===== src/rtl/lsu_bus_if_if.sv =====
// Bus-side signal bundle between the load/store unit and the data memory port.
// master = LSU (drives request/address/data), slave = memory (drives ack/read data).
interface lsu_bus_if_if;
    logic        mem_req;
    logic        mem_we;
    logic [29:0] mem_addr;
    logic [3:0]  mem_be;
    logic [31:0] mem_wdata;
    logic [31:0] mem_rdata;
    logic        ACKD_n;

    modport master (
        output mem_req,
        output mem_we,
        output mem_addr,
        output mem_be,
        output mem_wdata,
        input  mem_rdata,
        input  ACKD_n
    );

    modport slave (
        input  mem_req,
        input  mem_we,
        input  mem_addr,
        input  mem_be,
        input  mem_wdata,
        output mem_rdata,
        output ACKD_n
    );
endinterface


===== src/rtl/lsu_bus_if.sv =====
// Load/store bus adapter: aligns and lane-replicates core accesses, runs one bus cycle
// with an acknowledge timeout, and returns an aligned, extended load result.
module lsu_bus_if #(
    parameter int unsigned TIMEOUT = 15
) (
    input  logic        clk,
    input  logic        rst,
    input  logic        MREQ,
    input  logic        WRITE,
    input  logic [1:0]  SIZE,
    input  logic [31:0] DAD,
    input  logic [31:0] wdata,
    input  logic        ld_unsigned,
    output logic        busy,
    output logic        done,
    output logic        err,
    output logic [31:0] rdata,
    lsu_bus_if_if.master bus
);

    typedef enum logic [1:0] {StIdle, StAccess, StDone, StErr} state_e;

    localparam logic [1:0] SzWord = 2'b00;
    localparam logic [1:0] SzHalf = 2'b01;
    localparam logic [1:0] SzByte = 2'b10;

    localparam logic [7:0] CntLast = 8'(TIMEOUT - 1);

    state_e      state_q, state_d;
    logic [7:0]  cnt_q;
    logic [29:0] addr_q;
    logic [3:0]  be_q;
    logic [31:0] wdata_q;
    logic        we_q;
    logic [1:0]  size_q;
    logic [1:0]  off_q;
    logic        uns_q;
    logic [31:0] rdata_q;

    logic        illegal;
    logic        ack;
    logic [3:0]  be_new;
    logic [31:0] wdata_rep;
    logic [7:0]  lane_b;
    logic [15:0] lane_h;
    logic [31:0] load_val;

    assign ack = ~bus.ACKD_n;

    assign illegal = (SIZE == 2'b11) ||
                     (SIZE == SzHalf && DAD[0]) ||
                     (SIZE == SzWord && DAD[1:0] != 2'b00);

    // Lane enables and replicated store data, computed from the request as presented.
    always_comb begin
        be_new    = 4'b1111;
        wdata_rep = wdata;
        case (SIZE)
            SzByte: begin
                be_new    = 4'b0001 << DAD[1:0];
                wdata_rep = {4{wdata[7:0]}};
            end
            SzHalf: begin
                be_new    = DAD[1] ? 4'b1100 : 4'b0011;
                wdata_rep = {2{wdata[15:0]}};
            end
            default: begin
                be_new    = 4'b1111;
                wdata_rep = wdata;
            end
        endcase
    end

    // Lane selection and extension of the returned bus word.
    always_comb begin
        lane_b = bus.mem_rdata[7:0];
        case (off_q)
            2'd0: lane_b = bus.mem_rdata[7:0];
            2'd1: lane_b = bus.mem_rdata[15:8];
            2'd2: lane_b = bus.mem_rdata[23:16];
            default: lane_b = bus.mem_rdata[31:24];
        endcase
        lane_h = off_q[1] ? bus.mem_rdata[31:16] : bus.mem_rdata[15:0];
        case (size_q)
            SzByte:  load_val = uns_q ? {24'b0, lane_b} : {{24{lane_b[7]}}, lane_b};
            SzHalf:  load_val = uns_q ? {16'b0, lane_h} : {{16{lane_h[15]}}, lane_h};
            default: load_val = bus.mem_rdata;
        endcase
    end

    always_ff @(posedge clk or negedge rst) begin
        if (!rst) begin
            state_q <= StIdle;
        end else begin
            state_q <= state_d;
        end
    end

    always_comb begin
        state_d = state_q;
        case (state_q)
            StIdle: begin
                if (MREQ) begin
                    state_d = illegal ? StErr : StAccess;
                end
            end
            StAccess: begin
                // Ack takes priority over a timeout landing in the same cycle.
                if (ack) begin
                    state_d = StDone;
                end else if (cnt_q == CntLast) begin
                    state_d = StErr;
                end
            end
            StDone:  state_d = StIdle;
            StErr:   state_d = StIdle;
            default: state_d = StIdle;
        endcase
    end

    always_comb begin
        busy        = ((state_q == StIdle) && MREQ && rst) || (state_q == StAccess);
        done        = (state_q == StDone) || (state_q == StErr);
        err         = (state_q == StErr);
        bus.mem_req = (state_q == StAccess);
        bus.mem_we  = (state_q == StAccess) && we_q;
    end

    always_ff @(posedge clk or negedge rst) begin
        if (!rst) begin
            cnt_q   <= 8'd0;
            addr_q  <= 30'd0;
            be_q    <= 4'd0;
            wdata_q <= 32'd0;
            we_q    <= 1'b0;
            size_q  <= 2'b00;
            off_q   <= 2'b00;
            uns_q   <= 1'b0;
            rdata_q <= 32'd0;
        end else begin
            if (state_q == StIdle && MREQ && !illegal) begin
                cnt_q   <= 8'd0;
                addr_q  <= DAD[31:2];
                be_q    <= be_new;
                wdata_q <= wdata_rep;
                we_q    <= WRITE;
                size_q  <= SIZE;
                off_q   <= DAD[1:0];
                uns_q   <= ld_unsigned;
            end
            if (state_q == StAccess && !ack) begin
                cnt_q <= cnt_q + 8'd1;
            end
            if (state_q == StAccess && ack) begin
                rdata_q <= we_q ? 32'd0 : load_val;
            end else if (state_d == StErr) begin
                rdata_q <= 32'd0;
            end
        end
    end

    assign bus.mem_addr  = addr_q;
    assign bus.mem_be    = be_q;
    assign bus.mem_wdata = wdata_q;
    assign rdata         = rdata_q;

endmodule


===== src/flat_wrapper.sv =====
// flat-port wrapper written by rule: the top's interface ports become plain ports
module lsu_bus_if_flat 
#(
    parameter int unsigned TIMEOUT = 15
)
  (clk, rst, MREQ, WRITE, SIZE, DAD, wdata, ld_unsigned, busy, done, err, rdata, bus_mem_req, bus_mem_we, bus_mem_addr, bus_mem_be, bus_mem_wdata, bus_mem_rdata, bus_ACKD_n);
  lsu_bus_if_if bus_i ();
  input  logic clk;
  input  logic rst;
  input  logic MREQ;
  input  logic WRITE;
  input  logic [1:0] SIZE;
  input  logic [31:0] DAD;
  input  logic [31:0] wdata;
  input  logic ld_unsigned;
  output logic busy;
  output logic done;
  output logic err;
  output logic [31:0] rdata;
  output wire logic [$bits(bus_i.mem_req)-1:0] bus_mem_req;
  output wire logic [$bits(bus_i.mem_we)-1:0] bus_mem_we;
  output wire logic [$bits(bus_i.mem_addr)-1:0] bus_mem_addr;
  output wire logic [$bits(bus_i.mem_be)-1:0] bus_mem_be;
  output wire logic [$bits(bus_i.mem_wdata)-1:0] bus_mem_wdata;
  input wire logic [$bits(bus_i.mem_rdata)-1:0] bus_mem_rdata;
  input wire logic [$bits(bus_i.ACKD_n)-1:0] bus_ACKD_n;
  assign bus_mem_req = bus_i.mem_req;
  assign bus_mem_we = bus_i.mem_we;
  assign bus_mem_addr = bus_i.mem_addr;
  assign bus_mem_be = bus_i.mem_be;
  assign bus_mem_wdata = bus_i.mem_wdata;
  assign bus_i.mem_rdata = bus_mem_rdata;
  assign bus_i.ACKD_n = bus_ACKD_n;
  lsu_bus_if #(.TIMEOUT(TIMEOUT)) u_core (.clk(clk), .rst(rst), .MREQ(MREQ), .WRITE(WRITE), .SIZE(SIZE), .DAD(DAD), .wdata(wdata), .ld_unsigned(ld_unsigned), .busy(busy), .done(done), .err(err), .rdata(rdata), .bus(bus_i));
endmodule

===== config.mk =====
export PLATFORM = sky130hd
export DESIGN_NAME = lsu_bus_if_flat
export DESIGN_NICKNAME = d
export VERILOG_FILES = /design/src/rtl/lsu_bus_if_if.sv /design/src/rtl/lsu_bus_if.sv /design/src/flat_wrapper.sv
export SDC_FILE = /design/constraint.sdc
export NUM_CORES = 1
export LEC_CHECK = 0
export ABC_CLOCK_PERIOD_IN_PS = 2430
export CAP_MARGIN = 5
export CORE_ASPECT_RATIO = 0.5
export CORE_MARGIN = 1.5
export CORE_UTILIZATION = 46
export CTS_BUF_LIST = sky130_fd_sc_hd__clkbuf_2
export DETAILED_ROUTE_END_ITERATION = 6
export PLACE_DENSITY = 0.81
export SYNTH_ARGS = -nofsm -noshare
export SYNTH_HDL_FRONTEND = slang
export SYNTH_SLANG_ARGS = --single-unit

===== constraint.sdc =====
create_clock -name clk -period 2.43 [get_ports clk]
set_clock_uncertainty 0.15 [all_clocks]
set_input_delay 0.243 -clock clk [delete_from_list [all_inputs] [get_ports clk]]
set_output_delay 0.243 -clock clk [all_outputs]
set_load 0.005 [all_outputs]

==> Word-level counts from Yosys, hierarchy flattened <==
Cells that the tools add are included.
{ "totals": {"regBits": 114, "output_inout_bits": 103} }
{ "classes": {"n_bitwise": 1, "mux": 18, "n_shift": 1, "add_sub_neg": 1, "eq_ne": 12, "reduce_logical": 20} }
{ "op_table": {"columns": ["cell", "count"], "rows": [
  ["$mux W32", 5],
  ["$pmux W32 S2", 2],
  ["$pmux W8 S3", 1],
  ["$mux W16", 1],
  ["$mux W8", 2],
  ["$eq A2 B2 Y1 const B", 7],
  ["$add A8 B1 Y8 const B", 1],
  ["$eq A2 B1 Y1 const B", 4],
  ["$eq A8 B4 Y1 const B", 1],
  ["$logic_and A1 B1 Y1", 8],
  ["$mux W2", 4],
  ["$pmux W4 S2", 1],
  ["$logic_not A2 Y1", 3],
  ["$pmux W2 S3", 1],
  ["$reduce_bool A2 Y1", 3],
  ["$logic_or A1 B1 Y1", 4],
  ["$mux W4", 1],
  ["$shl A1 B2 Y4 const A", 1],
  ["$reduce_or A2 Y1", 1],
  ["$logic_not A1 Y1", 1],
  ["$not A1 Y1", 1]
]} }

==> Logic depth before layout (Yosys ltp) <==
Gate-level depths: netlist of run 1.
{ "logic_depth": {"word_depth": 10, "depth_mapped": 8} }

==> Least setup slack after synthesis of run 1 <==
No wires, ideal clock.
{ "synth_timing": {"kind": "register to register", "startpoint": "register u_core.size_q[0]", "endpoint": "register u_core.rdata_q[21], in the netlist u_core.rdata[21]", "path_buffers": 2, "path_slack_ps": 427, "period_less_slack_ps": 2003, "stages_incl_launch_ff": 9, "required_time_ps": 2214, "arrival_ps": 1787, "path_cell_list": "dfrtp_1 inv_1 ha_1 clkbuf_2 nand2_1 o22a_2 a2111oi_4 buf_6 a221o_1"} }
{ "synth_via": {"elab_chain_len": 4, "word_cells_on_any_way": 5, "cone_classes": "2 x eq/ne; 3 x mux"} }
{ "synth_rtl": {"columns": ["item", "line_no", "text"], "rows": [
  ["start: declaration", "lsu_bus_if.sv:35", "logic [1:0] size_q;"],
  ["start signal: assignment", "lsu_bus_if.sv:136", "size_q <= 2'b00;"],
  ["start signal: assignment", "lsu_bus_if.sv:147", "size_q <= SIZE;"],
  ["$eq A2 B1 Y1 or $eq A2 B2 Y1 (tied branches)", "lsu_bus_if.sv:84", "case (size_q)"],
  ["$pmux W32 S2 (*)", "lsu_bus_if.sv:84", null],
  ["$mux W32 (*)", "lsu_bus_if.sv:155", "rdata_q <= we_q ? 32'd0 : load_val;"],
  ["$mux W32 (*)", "lsu_bus_if.sv:154", "if (state_q == StAccess && ack) begin"],
  ["end signal: assignment", "lsu_bus_if.sv:155", null],
  ["end: declaration", "lsu_bus_if.sv:38", "logic [31:0] rdata_q;"]
]} }
Every way passes the cells marked *; elsewhere a longest branch is shown, timed or not.
A chain may end at the register's enable or synchronous reset.

==> Final worst setup path of run 1 <==
{ "layout_timing": {"startpoint": "register u_core.state_q[1]", "endpoint": "register u_core.rdata_q[24], in the netlist u_core.rdata[24]"} }
{ "layout_via": {"elab_chain_len": 5, "word_cells_on_any_way": 13, "cone_classes": "4 x eq/ne; 5 x mux; 4 x reduce/logical"} }
{ "layout_rtl": {"columns": ["item", "line_no", "text"], "rows": [
  ["start: declaration", "lsu_bus_if.sv:29", "state_e state_q, state_d;"],
  ["start signal: assignment", "lsu_bus_if.sv:93", "state_q <= StIdle;"],
  ["start signal: assignment", "lsu_bus_if.sv:95", "state_q <= state_d;"],
  ["$eq A2 B2 Y1 or $mux W2 (tied branches)", "lsu_bus_if.sv:101, lsu_bus_if.sv:111", null],
  ["$reduce_or A2 Y1 (no source line) or $mux W2 (tied branches)", null, null],
  ["$pmux W2 S3", "lsu_bus_if.sv:101", "case (state_q)"],
  ["$eq A2 B2 Y1", "lsu_bus_if.sv:156", "end else if (state_d == StErr) begin"],
  ["$reduce_bool A2 Y1 (no source line)", null, null]
]} }
Several ways; a longest one is shown, not always the timed one.

==> impl_metrics.toml, run 1 <==
[synthesis]
synth_warnings = 0
synth_fa_ha_area_frac = 0.0181
syn-num-nets = 619
synthMuxAreaShare = 0.139
synth.most_common_cell = "dfrtp_1"
synth_top_family_by_area = "compound AO/OA/AOI/OAI gates"
ys_ff_latch = 114
synth_seq_area_share = 0.516
postSynthAreaPerCell_um2 = 10.9
synthXorXnorAreaFrac = 0.00475
synth_flop_cell = "dfrtp_1"
ys_types = 46
async_flop_share = 1.00
synth_common_cells = "dfrtp_1 (114), o21ai_0 (60), nand2_1 (55), mux2_2 (48), a21oi_1 (29)"
yosys.area.top_type_share = 0.516
synth_top_cell_by_area = "dfrtp_1"
netlist_instances = 507
synthTopCellsByArea = "dfrtp_1 (52%), mux2_2 (9.8%), o21ai_0 (5.4%)"
syn-cell-area_mm2 = 0.00553
synth_compound_area_frac = 0.185
synthSimpleGateAreaFrac = 0.0859
synth_edf_count = 0

[pwr]
irDropWorstVdd_v = 0.000590
intPower_mw = 6.23
leakage_nw = 3.58
p_sw_frac = 0.328
switching_power_mw = 3.04
power_density_mw_per_mm2 = 1130
clkPwrFrac = 0.162
p_comb_frac = 0.484
p_seq_frac = 0.354

[setup_path]
crit_family = "simple AND/OR/NAND/NOR gates"
crit_buf_inv = 3
crit_type = "flip-flop to flip-flop"
slowest_delay_ns = 0.50
cp.required_ns = 2.80
crit_path_start_kind = "flip-flop"
slowest_stage = "or3b_2"
path_max_fanout = 33
cp-end-kind = "flip-flop"
cp_cell_sequence = "buf_4 > buf_4 > or3b_2 > nor3_2 > a21oi_2 > buf_12 > a221o_1"
timing.critical_path.mode_cell = "buf_4"
cp.arrival_ns = 2.68

[detailed_routing]
wirelength_um = 15700
antenna_left = 0
drtIter0Drc = 305
first_pass_iters = 5
wire_per_inst_um = 17.3
avgViaCountPerCell = 5.42
vias = 4914
drc = 0

[timing]
worst_pin_slew_ns = 1.03
final_hold_viol_count = 0
slew_viol_final = 0
max_freq_mhz = 432
setup_viol = 0
layout_min_cycle_time_ns = 2.31
grt_setup_unrepaired = "false"
slew_headroom = 0.313
timing.final.crit_share = 0.952

[run]
maxCapViolCount = 0

[run_status]
status = "finished, final reports clean"

[die]
die_area_mm2 = 0.0127
die_y_um = 80.6
coreArea_mm2 = 0.0118
start_util = 0.470
io_pins = 207
rows = 28
dieWidth_um = 158

[final_layout]
nNetsFinal = 836
drive_gt1_frac = 0.156
synthToLayoutAreaGrowth_pct = 48.5
design_area_mm2 = 0.00822
post-route-util = 0.698
fillerInstances = 908

[clocking]
clock_latency_ns = 0.62
clk_pin_slew_ns = 0.17
cts_buffers = 17
cts-root-buf = "clkbuf_2"
clockBufferDepth = 2
clock_sinks = 114
htreeDepth = 4
cts_tree = "yes"

[global_route]
grt_usage = 0.255
grt_pass1_vias = 4783
grt_first_pass_wirelength_um = 24700
grt_max_degree = 115
grt_overflow = 0
antenna_found_initial = 1

[placement]
hpwl_um = 11100
port_buffers = 206
dpl_cell_area_mm2 = 0.00781
gp_congestion = 0.840

[hold_path]
hold_path_class = "primary input to flip-flop"
==> power by group through the flow <==
stage	logic, mW	clock network [mW]	registers, mW
6_report	4.49	1.50	3.29
5_1_grt	4.86	1.63	3.39
4_1_cts	4.48	1.53	3.28
3_5_place_dp	4.43	0	3.32
3_3_place_gp	4.29	0	3.29
2_1_floorplan	2.06	0	3.27
==> registers in the layout, indices dropped and copies added (netlist names) <==
| name | count |
|---|---|
| u_core.size_q | 2 |
| u_core.uns_q | 1 |
| u_core.bus.mem_be | 4 |
| u_core.we_q | 1 |
| u_core.rdata | 32 |
| u_core.off_q | 2 |
| u_core.state_q | 2 |
| u_core.bus.mem_wdata | 32 |
| u_core.cnt_q | 8 |
| u_core.bus.mem_addr | 30 |
==> worst reg2reg max path, cell delays in order (launching register included) <==
cell and delay (ns):
dfrtp_1 0.43, buf_4 0.14, buf_4 0.13, or3b_2 0.50, nor3_2 0.25, a21oi_2 0.07
buf_12 0.17, a221o_1 0.38
==> per-layer routing <==
layer | vias to the layer above | track usage | wire, µm
met5 | - | 0 | 0
met4 | 0 | 0.0879 | 291
met3 | 34 | 0.0572 | 1070
met2 | 223 | 0.446 | 7890
met1 | 2386 | 0.314 | 6410
li1 | 2271 | - | -
==> repair_timing <==
action                                  CTS  global route
endpoints found under the hold margin   114             5
endpoints found under the setup margin    1             1
hold buffers                              1             5
pin swaps                                 0             0
resized for setup                         0             5
setup buffers                             2             2
==> cell usage in the layout (no fill, tap or decap), types with 5 or more instances in the layout <==
cell type and instances:
a21oi_1 29, a221o_1 16, a22o_1 8, a22oi_1 8
a31oi_1 10, buf_4 18, bufinv_16 5, clkbuf_2 21
clkdlybuf4s50_1 203, dfrtp_1 114, dlygate4sd3_1 6, ha_1 8
inv_1 27, mux2_2 48, mux4_2 6, nand2_1 55
nand2b_1 9, nand3_1 8, nor2_1 7, nor2b_1 10
o21ai_0 60, o221ai_1 7, o2bb2ai_1 7
==> final cells by class <==
type	count	area, µm²	share of cell area
diodes	4	10.0	0.00122
clock buffers	21	105	0.0128
clock inverters	11	185	0.0225
inverters	27	101	0.0123
multi-input cells	330	2410	0.294
flip-flops and latches	114	2850	0.347
well taps	165	206	0.0251
repair buffers	234	2340	0.285
==> stage by stage <==
step | TNS (ns) | power (mW) | setup WS (ns) | cells | hold slack (ns)
6_report | 0 | 9.28 | 0.117 | 906 | 0.0722
5_1_grt | 0 | 9.89 | 0.00788 | 906 | -0.00370
4_1_cts | 0 | 9.30 | 0.00909 | 895 | 0.0160
3_5_place_dp | -1.86 | 7.75 | -0.0619 | 860 | 0.280
3_3_place_gp | 0 | 7.58 | 0.00999 | 860 | 0.279
2_1_floorplan | 0 | 5.34 | 0.427 | 507 | -0.203
==> worst paths after layout <==
kind | from | to | slack (ns) | depth (start not counted)
setup / recovery | u_core.state_q[1] | u_core.rdata[24] | 0.12 | 7
hold / removal | WRITE | u_core.we_q | 0.07 | 2
setup reg to reg | u_core.state_q[1] | u_core.rdata[24] | 0.12 | 7
hold reg to reg | u_core.bus.mem_be[2] | u_core.bus.mem_be[2] | 0.35 | 1
max in group asynchronous | rst | u_core.bus.mem_addr[1] | 1.54 | 3
min in group asynchronous | rst | u_core.bus.mem_wdata[18] | 0.15 | 3
==> kinds of logic (layout without fill, tap and decap cells) <==
group | count (synthesis) | count (layout)
and+or+nand+nor | 102 | 102
xor gates and xnor gates | 3 | 3
AOI/OAI and AO/OA | 156 | 156
DFF | 114 | 114
buffers and inverters | 63 | 293
other | 0 | 4
adders and majority gates | 8 | 8
muxes | 61 | 61
(Power assumes the default switching activity.)
==> run 2: changes to the inputs <==
--- a/config.mk
+++ b/config.mk
@@ -5,7 +5,7 @@
 export SDC_FILE = /design/constraint.sdc
 export NUM_CORES = 1
 export LEC_CHECK = 0
-export ABC_CLOCK_PERIOD_IN_PS = 2430
+export ABC_CLOCK_PERIOD_IN_PS = 2420
 export CAP_MARGIN = 5
 export CORE_ASPECT_RATIO = 0.5
 export CORE_MARGIN = 1.5
==> constraint.sdc (replaced) <==
create_clock -name clk -period 2.42 [get_ports clk]
set_clock_uncertainty 0.15 [all_clocks]
set_input_delay 0.242 -clock clk [delete_from_list [all_inputs] [get_ports clk]]
set_output_delay 0.242 -clock clk [all_outputs]
set_load 0.005 [all_outputs]
==> run 2 against run 1 <==
Net effect:
- register-to-register slack gained 0.05 ns
- non-clock buffer count up 17
- final area up 1.1%
- hold slack got worse by 0.0034 ns
- sequential share of layout area down 0.38 points
==> impl_metrics.toml, run 2 (synthesis gave the netlist of run 1 again) <==
[clocking]
clock_sinks = 114
cts-root-buf = "clkbuf_2"
clockBufferDepth = 2
htreeDepth = 4
cts_buffers = 17
clock_latency_ns = 0.64
cts_tree = "yes"
clk_pin_slew_ns = 0.16

[placement]
dpl_cell_area_mm2 = 0.00781
gp_congestion = 0.839
dp_slack_ns = -0.0942
dp_cells = 860
hpwl_um = 10900
port_buffers = 206

[global_route]
grt_overflow = 0
grt_max_degree = 115
grt_pass1_vias = 4753
grt_first_pass_wirelength_um = 24100
grt_usage = 0.250
antenna_found_initial = 1

[timing]
worst_pin_slew_ns = 1.08
slew_headroom = 0.274
final.setup.tns_ns = 0
slew_viol_final = 0
final_hold_viol_count = 0
setup_viol = 0
whs_ns = 0.0688
layout_min_cycle_time_ns = 2.25
worst_slack_ns = 0.170
max_freq_mhz = 444
timing.final.crit_share = 0.930
grt_setup_unrepaired = "false"

[setup_path]
r2r_setup_slack_ns = 0.17
cp.required_ns = 2.80
cp-end-kind = "flip-flop"
cp.arrival_ns = 2.63
ff2ff_path_depth = 6
crit_path_start_kind = "flip-flop"
cp.depth = 6
slowest_delay_ns = 0.49
crit_buf_inv = 2
slowest_stage = "or3b_2"
cp_cell_sequence = "buf_4 > or3b_2 > nor3_1 > a21oi_2 > buf_12 > a221o_1"
path_max_fanout = 33
crit_family = "simple AND/OR/NAND/NOR gates"
crit_type = "flip-flop to flip-flop"

[pwr]
p_seq_frac = 0.365
power_density_mw_per_mm2 = 1080
irDropWorstVdd_v = 0.000536
leakage_nw = 3.60
switching_power_mw = 3.04
p_comb_frac = 0.502
p_sw_frac = 0.337
clkPwrFrac = 0.133
intPower_mw = 5.97

[hold_path]
hold_path_class = "primary input to flip-flop"
whs_path_depth = 3

[detailed_routing]
avgViaCountPerCell = 5.29
drtIter0Drc = 257
drc = 0
wirelength_um = 15600
vias = 4884
antenna_left = 0
wire_per_inst_um = 16.9
first_pass_iters = 5

[run]
maxCapViolCount = 0

[die]
coreArea_mm2 = 0.0118
io_pins = 207
rows = 28
die_area_mm2 = 0.0127
start_util = 0.470
die_y_um = 80.6
dieWidth_um = 158

[final_layout]
fin_cells = 924
drive_gt1_frac = 0.153
final_cell_mix = "clkdlybuf4s50_1 (204), dfrtp_1 (114), o21ai_0 (60), nand2_1 (55), mux2_2 (48)"
design_area_mm2 = 0.00831
synthToLayoutAreaGrowth_pct = 50.2
nNetsFinal = 853
final_common_cell = "clkdlybuf4s50_1"

[run_status]
status = "finished, final reports clean"
run 2: per-stage QoR:
stage	util	power, mW
floorplan	-	5.36
global placement	0.664	7.61
detailed placement	0.664	7.76
CTS	0.699	9.02
global route	0.706	9.61
finish	0.706	9.01
run 2: worst register-to-register path, cell delays in order (launching register included):
cell and delay [ns]:
dfrtp_1 0.43, buf_4 0.15, or3b_2 0.49, nor3_1 0.31, a21oi_2 0.08, buf_12 0.18
a221o_1 0.37
run 2: worst paths after layout:
kind	from	end
min in group asynchronous	rst	u_core.bus.mem_wdata[14]
max in group asynchronous	rst	u_core.bus.mem_addr[8]
hold reg to reg	u_core.bus.mem_wdata[27]	u_core.bus.mem_wdata[27]
hold / removal	wdata[29]	u_core.bus.mem_wdata[29]
setup reg to reg	u_core.state_q[1]	u_core.rdata[29]
setup / recovery	u_core.state_q[1]	u_core.rdata[29]
run 2: per-layer routing:
layer | track usage | wire (µm)
met4 | 0.0907 | 253
met1 | 0.313 | 6670
met3 | 0.0648 | 948
met2 | 0.421 | 7690
met5 | 0 | 0
run 2: final cells by class:
class / instances / area [µm²]
diodes: 5 / 12.5
fillers: 900 / 3460
multi-input cells: 330 / 2410
inverters: 27 / 101
flip-flops and latches: 114 / 2850
repair buffers: 251 / 2510
clock buffers: 21 / 105
clock inverters: 11 / 114
well taps: 165 / 206
run 2: repair_timing:
action | in CTS | in global routing
buffers inserted | 2 | 3
hold endpoints to repair | 131 | 4
setup endpoints to repair | 1 | 1
gates resized for setup | 1 | 2
hold buffers | 18 | 4
gates cloned | 0 | 0
run 2: power groups by stage:
stage	clock (mW)	sequential [mW]	combinational, mW
after detailed placement	0	3.33	4.43
after global routing	1.32	3.39	4.89
after floorplan	0	3.29	2.07
after CTS	1.23	3.29	4.50
final	1.20	3.29	4.52
after global placement	0	3.30	4.31
==> run 3: changes to the inputs <==
--- a/config.mk
+++ b/config.mk
@@ -5,12 +5,14 @@
 export SDC_FILE = /design/constraint.sdc
 export NUM_CORES = 1
 export LEC_CHECK = 0
+export ABC_AREA = 1
 export ABC_CLOCK_PERIOD_IN_PS = 2420
 export CAP_MARGIN = 5
 export CORE_ASPECT_RATIO = 0.5
-export CORE_MARGIN = 1.5
-export CORE_UTILIZATION = 46
+export CORE_MARGIN = 1
+export CORE_UTILIZATION = 47
 export CTS_BUF_LIST = sky130_fd_sc_hd__clkbuf_2
+export CTS_CLUSTER_DIAMETER = 150
 export DETAILED_ROUTE_END_ITERATION = 6
 export PLACE_DENSITY = 0.81
 export SYNTH_ARGS = -nofsm -noshare
==> run 3 against run 2 <==
Net effect:
- core utilization increased by 3.1 points
- die area is 2.3% higher
- via count grew 28%
- synthesized cell count increased by 52%
- setup slack worse by 0.033 ns
- fmax decreased by 1.4%
- global-route usage is 4.5 points higher
- non-clock buffer count is 15 higher
- critical path depth is 3 lower
- sequential power about the same
- power up 7.5%
- clock power grew 32%
- critical endpoint is now bus_mem_req
- largest cell class unchanged
==> impl_metrics.toml, run 3 <==
[synthesis]
ys_ff_latch = 114
syn-cell-area_mm2 = 0.00590
synth_common_cells = "nand2_1 (268), dfrtp_1 (114), nor2_1 (68), nand3_1 (56)"
synthTopCellsByArea = "dfrtp_1 (48%), nand2_1 (17%), nand3_1 (4.8%)"
yosys.area.top_type_share = 0.484
ys_types = 31
netlist_instances = 770
synth_flop_cell = "dfrtp_1"
synth.most_common_cell = "nand2_1"
postSynthAreaPerCell_um2 = 7.66
synth_warnings = 0
syn-num-nets = 882
synth_seq_area_share = 0.484
synth_top_cell_by_area = "dfrtp_1"
async_flop_share = 1.00
synth_edf_count = 0

[clocking]
htreeDepth = 4
clock_sinks = 114
cts_tree = "yes"
clock_latency_ns = 0.67
clockBufferDepth = 2
cts_buffers = 17
clk_pin_slew_ns = 0.19
cts-root-buf = "clkbuf_2"

[setup_path]
ff2ff_path_depth = 8
crit_path_start_kind = "flip-flop"
cp-end-kind = "primary output"
crit_type = "flip-flop to primary output"
cp.required_ns = 2.03
path_max_fanout = 5
cp.arrival_ns = 1.89

[die]
io_pins = 207
start_util = 0.491
coreArea_mm2 = 0.0120
die_y_um = 81.2
dieWidth_um = 160
die_area_mm2 = 0.0130
rows = 28

[placement]
dpl_cell_area_mm2 = 0.00814
gp_congestion = 0.889
port_buffers = 206
hpwl_um = 12400
dp_cells = 1114
dp_slack_ns = 0.105

[timing]
slew_headroom = 0.588
whs_ns = 0.0199
final.setup.tns_ns = 0
final_hold_viol_count = 0
timing.final.crit_share = 0.943
layout_min_cycle_time_ns = 2.28
worst_slack_ns = 0.137
setup_viol = 0
slew_viol_final = 0
grt_setup_unrepaired = "false"
worst_pin_slew_ns = 0.618
max_freq_mhz = 438

[global_route]
grt_overflow = 0
grt_first_pass_wirelength_um = 30100
globalRouteMet2Util = 0.509
grt_usage = 0.295
grt_max_degree = 115
grt_pass1_vias = 6169
antenna_found_initial = 1
use_met3 = 0.0751
grt_busiest_layer = "met2"
gr-usage-met1 = 0.357

[final_layout]
nNetsFinal = 1122
synthToLayoutAreaGrowth_pct = 50.2
design_area_mm2 = 0.00886
post-route-util = 0.737
final_common_cell = "nand2_1"
final_cell_mix = "nand2_1 (268), clkdlybuf4s50_1 (203), dfrtp_1 (113), nor2_1 (68), nand3_1 (56)"
fin_cells = 1189
fillerInstances = 868
drive_gt1_frac = 0.0674

[pwr]
p_comb_frac = 0.499
leakage_nw = 4.20
intPower_mw = 6.02
switching_power_mw = 3.67
irDropWorstVdd_v = 0.000555
p_sw_frac = 0.379
power_mw = 9.68
p_seq_frac = 0.337
clkPwrFrac = 0.163
power_density_mw_per_mm2 = 1090

[detailed_routing]
vias = 6269
first_pass_iters = 7
avgViaCountPerCell = 5.27
wire_per_inst_um = 15.9
drc = 0
wirelength_um = 18900
antenna_left = 0
drtIter0Drc = 472

[run_status]
status = "finished, final reports clean"

[run]
maxCapViolCount = 0

[hold_path]
hold_path_class = "primary input to asynchronous set/reset pin"
[run 3: metal layers]
layer	vias to the layer above	share of wire
li1	2985	-
met1	2944	0.41
met2	297	0.49
met3	43	0.080
met4	0	0.026
met5	-	0
[run 3: critical path, stage by stage (launching register included)]
cell and delay, ns:
dfrtp_2 0.48, nor2_4 0.10, buf_4 0.14, clkdlybuf4s50_1 0.52
[run 3: what timing repair did]
| action | 4_1_cts | 5_1_grt |
|---|---|---|
| hold endpoints to repair | 148 | 2 |
| setup buffers | 4 | 1 |
| hold buffers | 35 | 2 |
| setup endpoints to repair | 2 | 1 |
| resized for setup | 2 | 1 |
| pin swaps | 2 | 0 |
[run 3: worst paths after layout]
kind,from,to,slack (ns)
min in group clk,wdata[28],u_core.bus.mem_wdata[28],0.05
max in group asynchronous,rst,u_core.state_q[1],1.59
worst min-delay path,rst,u_core.bus.mem_wdata[20],0.02
worst max register to register,u_core.cnt_q[0],u_core.rdata[16],0.45
worst max-delay path,u_core.state_q[1],bus_mem_req,0.14
worst min register to register,u_core.bus.mem_addr[23],u_core.bus.mem_addr[23],0.36
[run 3: kinds of logic after synthesis]
| group | after synthesis | share of synthesized area |
|---|---|---|
| AO/OA/AOI/OAI | 111 | 0.108 |
| XOR/XNOR | 1 | 0.00149 |
| adder cells (fa/ha/maj) | 8 | 0.0170 |
| buffers and inverters | 97 | 0.0723 |
| flip-flops | 114 | 0.484 |
| AND/OR/NAND/NOR | 439 | 0.318 |
[run 3: layout make-up]
type,count,area [µm²],share of cell area
Clock inverter,14,211,0.0239
Antenna cell,1,2.50,0.000283
Clock buffer,18,90.1,0.0102
Timing Repair Buffer,266,2680,0.302
Inverter,52,195,0.0220
Tap cell,165,206,0.0233
Sequential cell,114,2850,0.322
Multi-Input combinational cell,559,2620,0.296
[run 3: power groups by stage]
stage	Sequential (mW)	Clock, mW	Combinational [mW]
after floorplan	3.26	0	2.29
after global placement	3.26	0	4.58
after detailed placement	3.28	0	4.68
after CTS	3.25	1.59	4.79
after global routing	3.36	1.68	5.32
final	3.26	1.58	4.83
==> RTL edit 1: new RTL, flow settings as in run 2 <==
Reset style: synchronous (`rst`), changed in 2 clocked blocks.
--- a/src/rtl/lsu_bus_if.sv
+++ b/src/rtl/lsu_bus_if.sv
@@ -88,7 +88,7 @@
         endcase
     end
 
-    always_ff @(posedge clk or negedge rst) begin
+    always_ff @(posedge clk) begin
         if (!rst) begin
             state_q <= StIdle;
         end else begin
@@ -126,7 +126,7 @@
         bus.mem_we  = (state_q == StAccess) && we_q;
     end
 
-    always_ff @(posedge clk or negedge rst) begin
+    always_ff @(posedge clk) begin
         if (!rst) begin
             cnt_q   <= 8'd0;
             addr_q  <= 30'd0;
Behaviour: differs if rst is asserted again (counterexample within 4 cycles, from zero or initial values and one cycle with rst low); with rst held inactive, the same outputs for 4 cycles.
==> RTL edit 1 against run 2 <==
Fmax is 0.55% lower; die area down 9.1%; largest cell class is now non-clock buffers; wire length grew 5.4%; area after synthesis fell by 9.4%; setup slack worse by 12 ps; core utilization up 4.9 points; sequential cell count did not move; final area shrank 5.4%.
Power is not compared: it rests on default switching activity, and its combinational part moved more than twofold at a synthesized area within 25%.
==> RTL edit 1: results (changes against run 2) <==
stage	metric	value	unit	change
run_status	status	finished, final reports clean		unchanged
timing	worst rel slew slack	42.8	%	was 27.4%
drt	DR vias	5351		was 4884
synthesis	Top FF cell, synth	dfxtp_1		was dfrtp_1
global_route	first-pass GRT wire length	26000	µm	was 24100 µm
synthesis	Post-synth top cells	nand2_1 (131), dfxtp_1 (114), a21oi_1 (73)		was dfrtp_1 (114), o21ai_0 (60), nand2_1 (55)
drt	DR iter-0 viols	335		was 257
global_route	largest net degree at the start of global routing	58		was 115
place	Final HPWL DP	11100	µm	was 10900 µm
setup_path	CP Max Fanout	9		was 33
synthesis	Ys Warns	0		unchanged
synthesis	post-synthesis adder-cell area fraction	2.00	%	was 1.81%
global_route	vias in the first global route	5116		was 4753
layout	FILL cells	738		was 900
layout	ratio of cells with drive above 1 in the final layout	9.46	%	was 15.3%
clock_tree	Worst-path clk slew	180	ps	was 160 ps
layout	nets	934		was 853
synthesis	Async SR Flop Fraction	0	%	was 100%
layout	ant diodes	0		was 5
global_route	antenna violations before repair	0		was 1
place	PortBufs	206		unchanged
clock_tree	worst skew pair latency	640	ps	about the same
synthesis	post-synthesis mux area share	3.87	%	was 13.9%
synthesis	top cells by area, synth	dfxtp_1 (46%), nand2_1 (9.8%), a21oi_1 (7.3%)		was dfrtp_1 (52%), mux2_2 (9.8%), o21ai_0 (5.4%)
setup_path	crit path DAT	1870	ps	was 2630 ps
synthesis	Synth Net Count	698		was 619
synthesis	sequential element share of the synthesized area	45.5	%	was 51.6%
synthesis	post-synthesis compound-gate area fraction	24.5	%	was 18.5%
clock_tree	Setup Buffers After CTS	0		was 2
synthesis	Post-Synth XOR/XNOR Area	0.524	%	was 0.475%
place	routability cong.	0.852		was 0.839
clock_tree	H-tree levels	4		unchanged
place	placed cell area	7290	µm²	was 7810 µm²
global_route	GRT Util Overall	28.5	%	was 25.0%
drt	DR WL/cell	16.8	µm	was 16.9 µm
synthesis	Yosys cell types	49		was 46
RTL edit 1: kinds of logic (layout without fill, tap and decap cells):
logic type	after synthesis	in the layout
AO/OA/AOI/OAI	180	180
XOR/XNOR	3	3
adder cells (fa/ha/maj)	8	8
buffers and inverters	67	316
flip-flops	114	114
multiplexers	17	17
AND/OR/NAND/NOR	197	197
RTL edit 1: area by class of cell:
cell class / instances / area, µm² / share of cell area [%]
Timing Repair Buffer: 265 / 2640 / 33.6
Multi-Input combinational cell: 405 / 2450 / 31.2
Sequential cell: 114 / 2280 / 29.1
Tap cell: 140 / 175 / 2.23
Clock inverter: 12 / 140 / 1.78
Clock buffer: 20 / 100 / 1.27
Inverter: 19 / 71.3 / 0.907
RTL edit 1: stage by stage:
step | cells | power, mW | hold WS (ps) | worst slack, ps | setup TNS (ps)
6_report | 975 | 4.38 | 80.9 | 158 | 0
5_1_grt | 975 | 4.60 | 1.23 | 20.7 | 0
4_1_cts | 974 | 4.38 | 13.4 | 1.81 | 0
3_5_place_dp | 910 | 3.05 | 290 | -81.7 | -1680
3_3_place_gp | 910 | 3.03 | 290 | 9.27 | 0
2_1_floorplan | 586 | 2.51 | 228 | 436 | 0
RTL edit 1: path summary, 6_finish.rpt:
| path | from | endpoint | slack [ps] | cells after the start |
|---|---|---|---|---|
| setup / recovery | u_core.state_q[1] | bus_mem_we | 160 | 3 |
| hold / removal | bus_mem_rdata[29] | u_core.rdata[29] | 80 | 2 |
| setup reg to reg | u_core.size_q[0] | u_core.rdata[20] | 290 | 4 |
| hold reg to reg | u_core.bus.mem_addr[21] | u_core.bus.mem_addr[21] | 320 | 2 |
RTL edit 1: per-layer routing:
layer  track usage [%]  vias up  wire length, µm
met5                 0        -                0
met3              7.14       43             1330
met2              46.0      251             7680
met4              13.0        0              539
li1                  -     2560                -
met1              36.0     2497             6860
RTL edit 1: worst max-delay path: stages (launching register included):
cell	delay, ps
dfxtp_2	390
and2b_1	240
and2_1	130
clkdlybuf4s50_1	490
RTL edit 1: timing repair:
action / CTS / global route
hold buffers: 32 / 1
setup endpoints to repair: 0 / 1
gates resized for setup: 0 / 2
hold endpoints to repair: 32 / 1
RTL edit 1: power breakdown:
group,leakage (nW),internal [mW],switching [mW]
logic,1.86,0.561,0.458
registers,0.929,1.99,0.0700
clock network,0.156,0.576,0.728
total,2.95,3.13,1.26
==> RTL edit 2: new RTL, settings of run 2 <==
Without the edit above. `TIMEOUT` is set to 15 in 2 places; all go to 7.
--- a/src/rtl/lsu_bus_if.sv
+++ b/src/rtl/lsu_bus_if.sv
@@ -1,7 +1,7 @@
 // Load/store bus adapter: aligns and lane-replicates core accesses, runs one bus cycle
 // with an acknowledge timeout, and returns an aligned, extended load result.
 module lsu_bus_if #(
-    parameter int unsigned TIMEOUT = 15
+    parameter int unsigned TIMEOUT = 7
 ) (
     input  logic        clk,
     input  logic        rst,
--- a/src/flat_wrapper.sv
+++ b/src/flat_wrapper.sv
@@ -1,7 +1,7 @@
 // flat-port wrapper written by rule: the top's interface ports become plain ports
 module lsu_bus_if_flat 
 #(
-    parameter int unsigned TIMEOUT = 15
+    parameter int unsigned TIMEOUT = 7
 )
   (clk, rst, MREQ, WRITE, SIZE, DAD, wdata, ld_unsigned, busy, done, err, rdata, bus_mem_req, bus_mem_we, bus_mem_addr, bus_mem_be, bus_mem_wdata, bus_mem_rdata, bus_ACKD_n);
   lsu_bus_if_if bus_i ();
Formal check against the unedited RTL: no difference found for any inputs over 4 cycles, from zero or initial values and one cycle with rst low; that may be too few to reach the edited logic, so the function may still have changed.
==> RTL edit 2 against run 2 <==
Final area is 0.11% higher; power grew 2.3%; largest power group unchanged; critical path type is now register to output pin; wire length up 3.1%; first-iteration DRC count grew 15%; area after synthesis decreased by 0.29%; setup slack lost 38 ps; sequential cell count did not move; sequential share of layout area about the same; critical endpoint is now bus_mem_we.
==> RTL edit 2: results (changes against run 2) <==
stage	metric	value	unit	change
global_route	first-pass GRT wire length	24300	µm	was 24100 µm
place	pre-CTS setup slack	34.0	ps	was -94.2 ps
setup_path	Reg2Reg Setup Slack	200	ps	was 170 ps
setup_path	crit path DAT	1900	ps	was 2630 ps
drt	DR vias	4951		was 4884
drt	DR iter-0 viols	296		was 257
synthesis	Synth Net Count	614		was 619
pwr	Comb power	4.45	mW	was 4.52 mW
drt	DR WL/cell	17.6	µm	was 16.9 µm
synthesis	post-synthesis compound-gate area fraction	18.8	%	was 18.5%
place	Final HPWL DP	10900	µm	about the same
layout	Reg area	2850	µm²	about the same
pwr	power per cell area	1110	nW/µm²	was 1080 nW/µm²
synthesis	Yosys cell types	47		was 46
place	routability cong.	0.819		was 0.839
place	PortBufs	206		unchanged
clock_tree	# resized after CTS	2		was 1
global_route	M1 GR Usage	32.2	%	was 31.3%
pwr	Net Sw Frac	33.2	%	was 33.7%
layout	clk tree area frac	3.41	%	was 2.64%
timing	final hold slack	62.1	ps	was 68.8 ps
clock_tree	H-tree levels	4		unchanged
layout	comb_multi_in	328		was 330
drt	routed wire length	16100	µm	was 15600 µm
pwr	power share of the sequential group	35.2	%	was 36.5%
synthesis	post-synthesis mux area share	14.0	%	was 13.9%
layout	area grow syn2layout	50.8	%	was 50.2%
worst_hold_path	Hold Path Sink	u_core.bus.mem_wdata[25]		was u_core.bus.mem_wdata[29]
global_route	vias in the first global route	4769		was 4753
drt	drt pass-1 iters	7		was 5
synthesis	Cells after Synth	502		was 507
layout	Buffers excl. clock	244		was 251
worst_hold_path	Min-Delay Startpoint	wdata[25]		was wdata[29]
synthesis	Post-Synth XOR/XNOR Area	0.159	%	was 0.475%
pwr	worst IR drop on VDD	0.567	mV	was 0.536 mV
layout	area of the multi-input gates	2420	µm²	was 2410 µm²
layout	Inverters	24		was 27
setup_path	nature of the critical path endpoint	output pin		was register
clock_tree	hold-fix buffers at CTS	13		was 18
timing	worst rel slew slack	31.6	%	was 27.4%
global_route	largest net degree at the start of global routing	115		unchanged
layout	Data buffer area share	29.5	%	was 30.2%
layout	nets	841		was 853
layout	FILL cells	855		was 900
synthesis	Ys Warns	0		unchanged
global_route	GR Util met2	43.1	%	was 42.1%
place	number of placed cells counting well taps	855		was 860
layout	CLK BUF	19		was 21
setup_path	Slowest cell on crit path	clkdlybuf4s50_1		was or3b_2
layout	ratio of cells with drive above 1 in the final layout	15.8	%	was 15.3%
run_status	status	finished, final reports clean		unchanged
synthesis	synthesized area	5520	µm²	was 5530 µm²
global_route	met3 usage	5.88	%	was 6.48%
synthesis	Post-synth top cells	dfrtp_1 (114), o21ai_0 (60), nand2_1 (57)		was dfrtp_1 (114), o21ai_0 (60), nand2_1 (55)
pwr	Static Leak	3.58	nW	was 3.60 nW
synthesis	sequential element share of the synthesized area	51.7	%	was 51.6%
clock_tree	Setup Buffers After CTS	1		was 2
global_route	GRT Util Overall	25.3	%	was 25.0%
synthesis	post-synthesis adder-cell area fraction	1.81	%	about the same
[RTL edit 2: how the worst max path moves through the flow]
| stage | startpoint | end | slack (ps) | cells after the start |
|---|---|---|---|---|
| after floorplan | u_core.size_q[0] | u_core.rdata[21] | 280 | 8 |
| after global placement | SIZE[1] | u_core.bus.mem_addr[27] | 110 | 8 |
| after detailed placement | MREQ | u_core.rdata[30] | 30 | 6 |
| after CTS | u_core.state_q[1] | bus_mem_we | 20 | 3 |
| after global routing | u_core.state_q[1] | bus_mem_we | 10 | 3 |
| final | u_core.state_q[1] | bus_mem_we | 130 | 3 |
[RTL edit 2: critical path, delay by kind of cell (launching register included)]
family	cells	cell delay (ps)
flops	1	450
simple gates	2	350
buf+inv	1	490
[RTL edit 2: metal layers]
layer  part of all wire (%)  wire [µm]  up-vias
met5                      0          0        -
met4                    2.0        319        0
met3                    6.4       1030       26
met2                     50       8060      203
met1                     41       6640     2435
li1                       -          -     2287
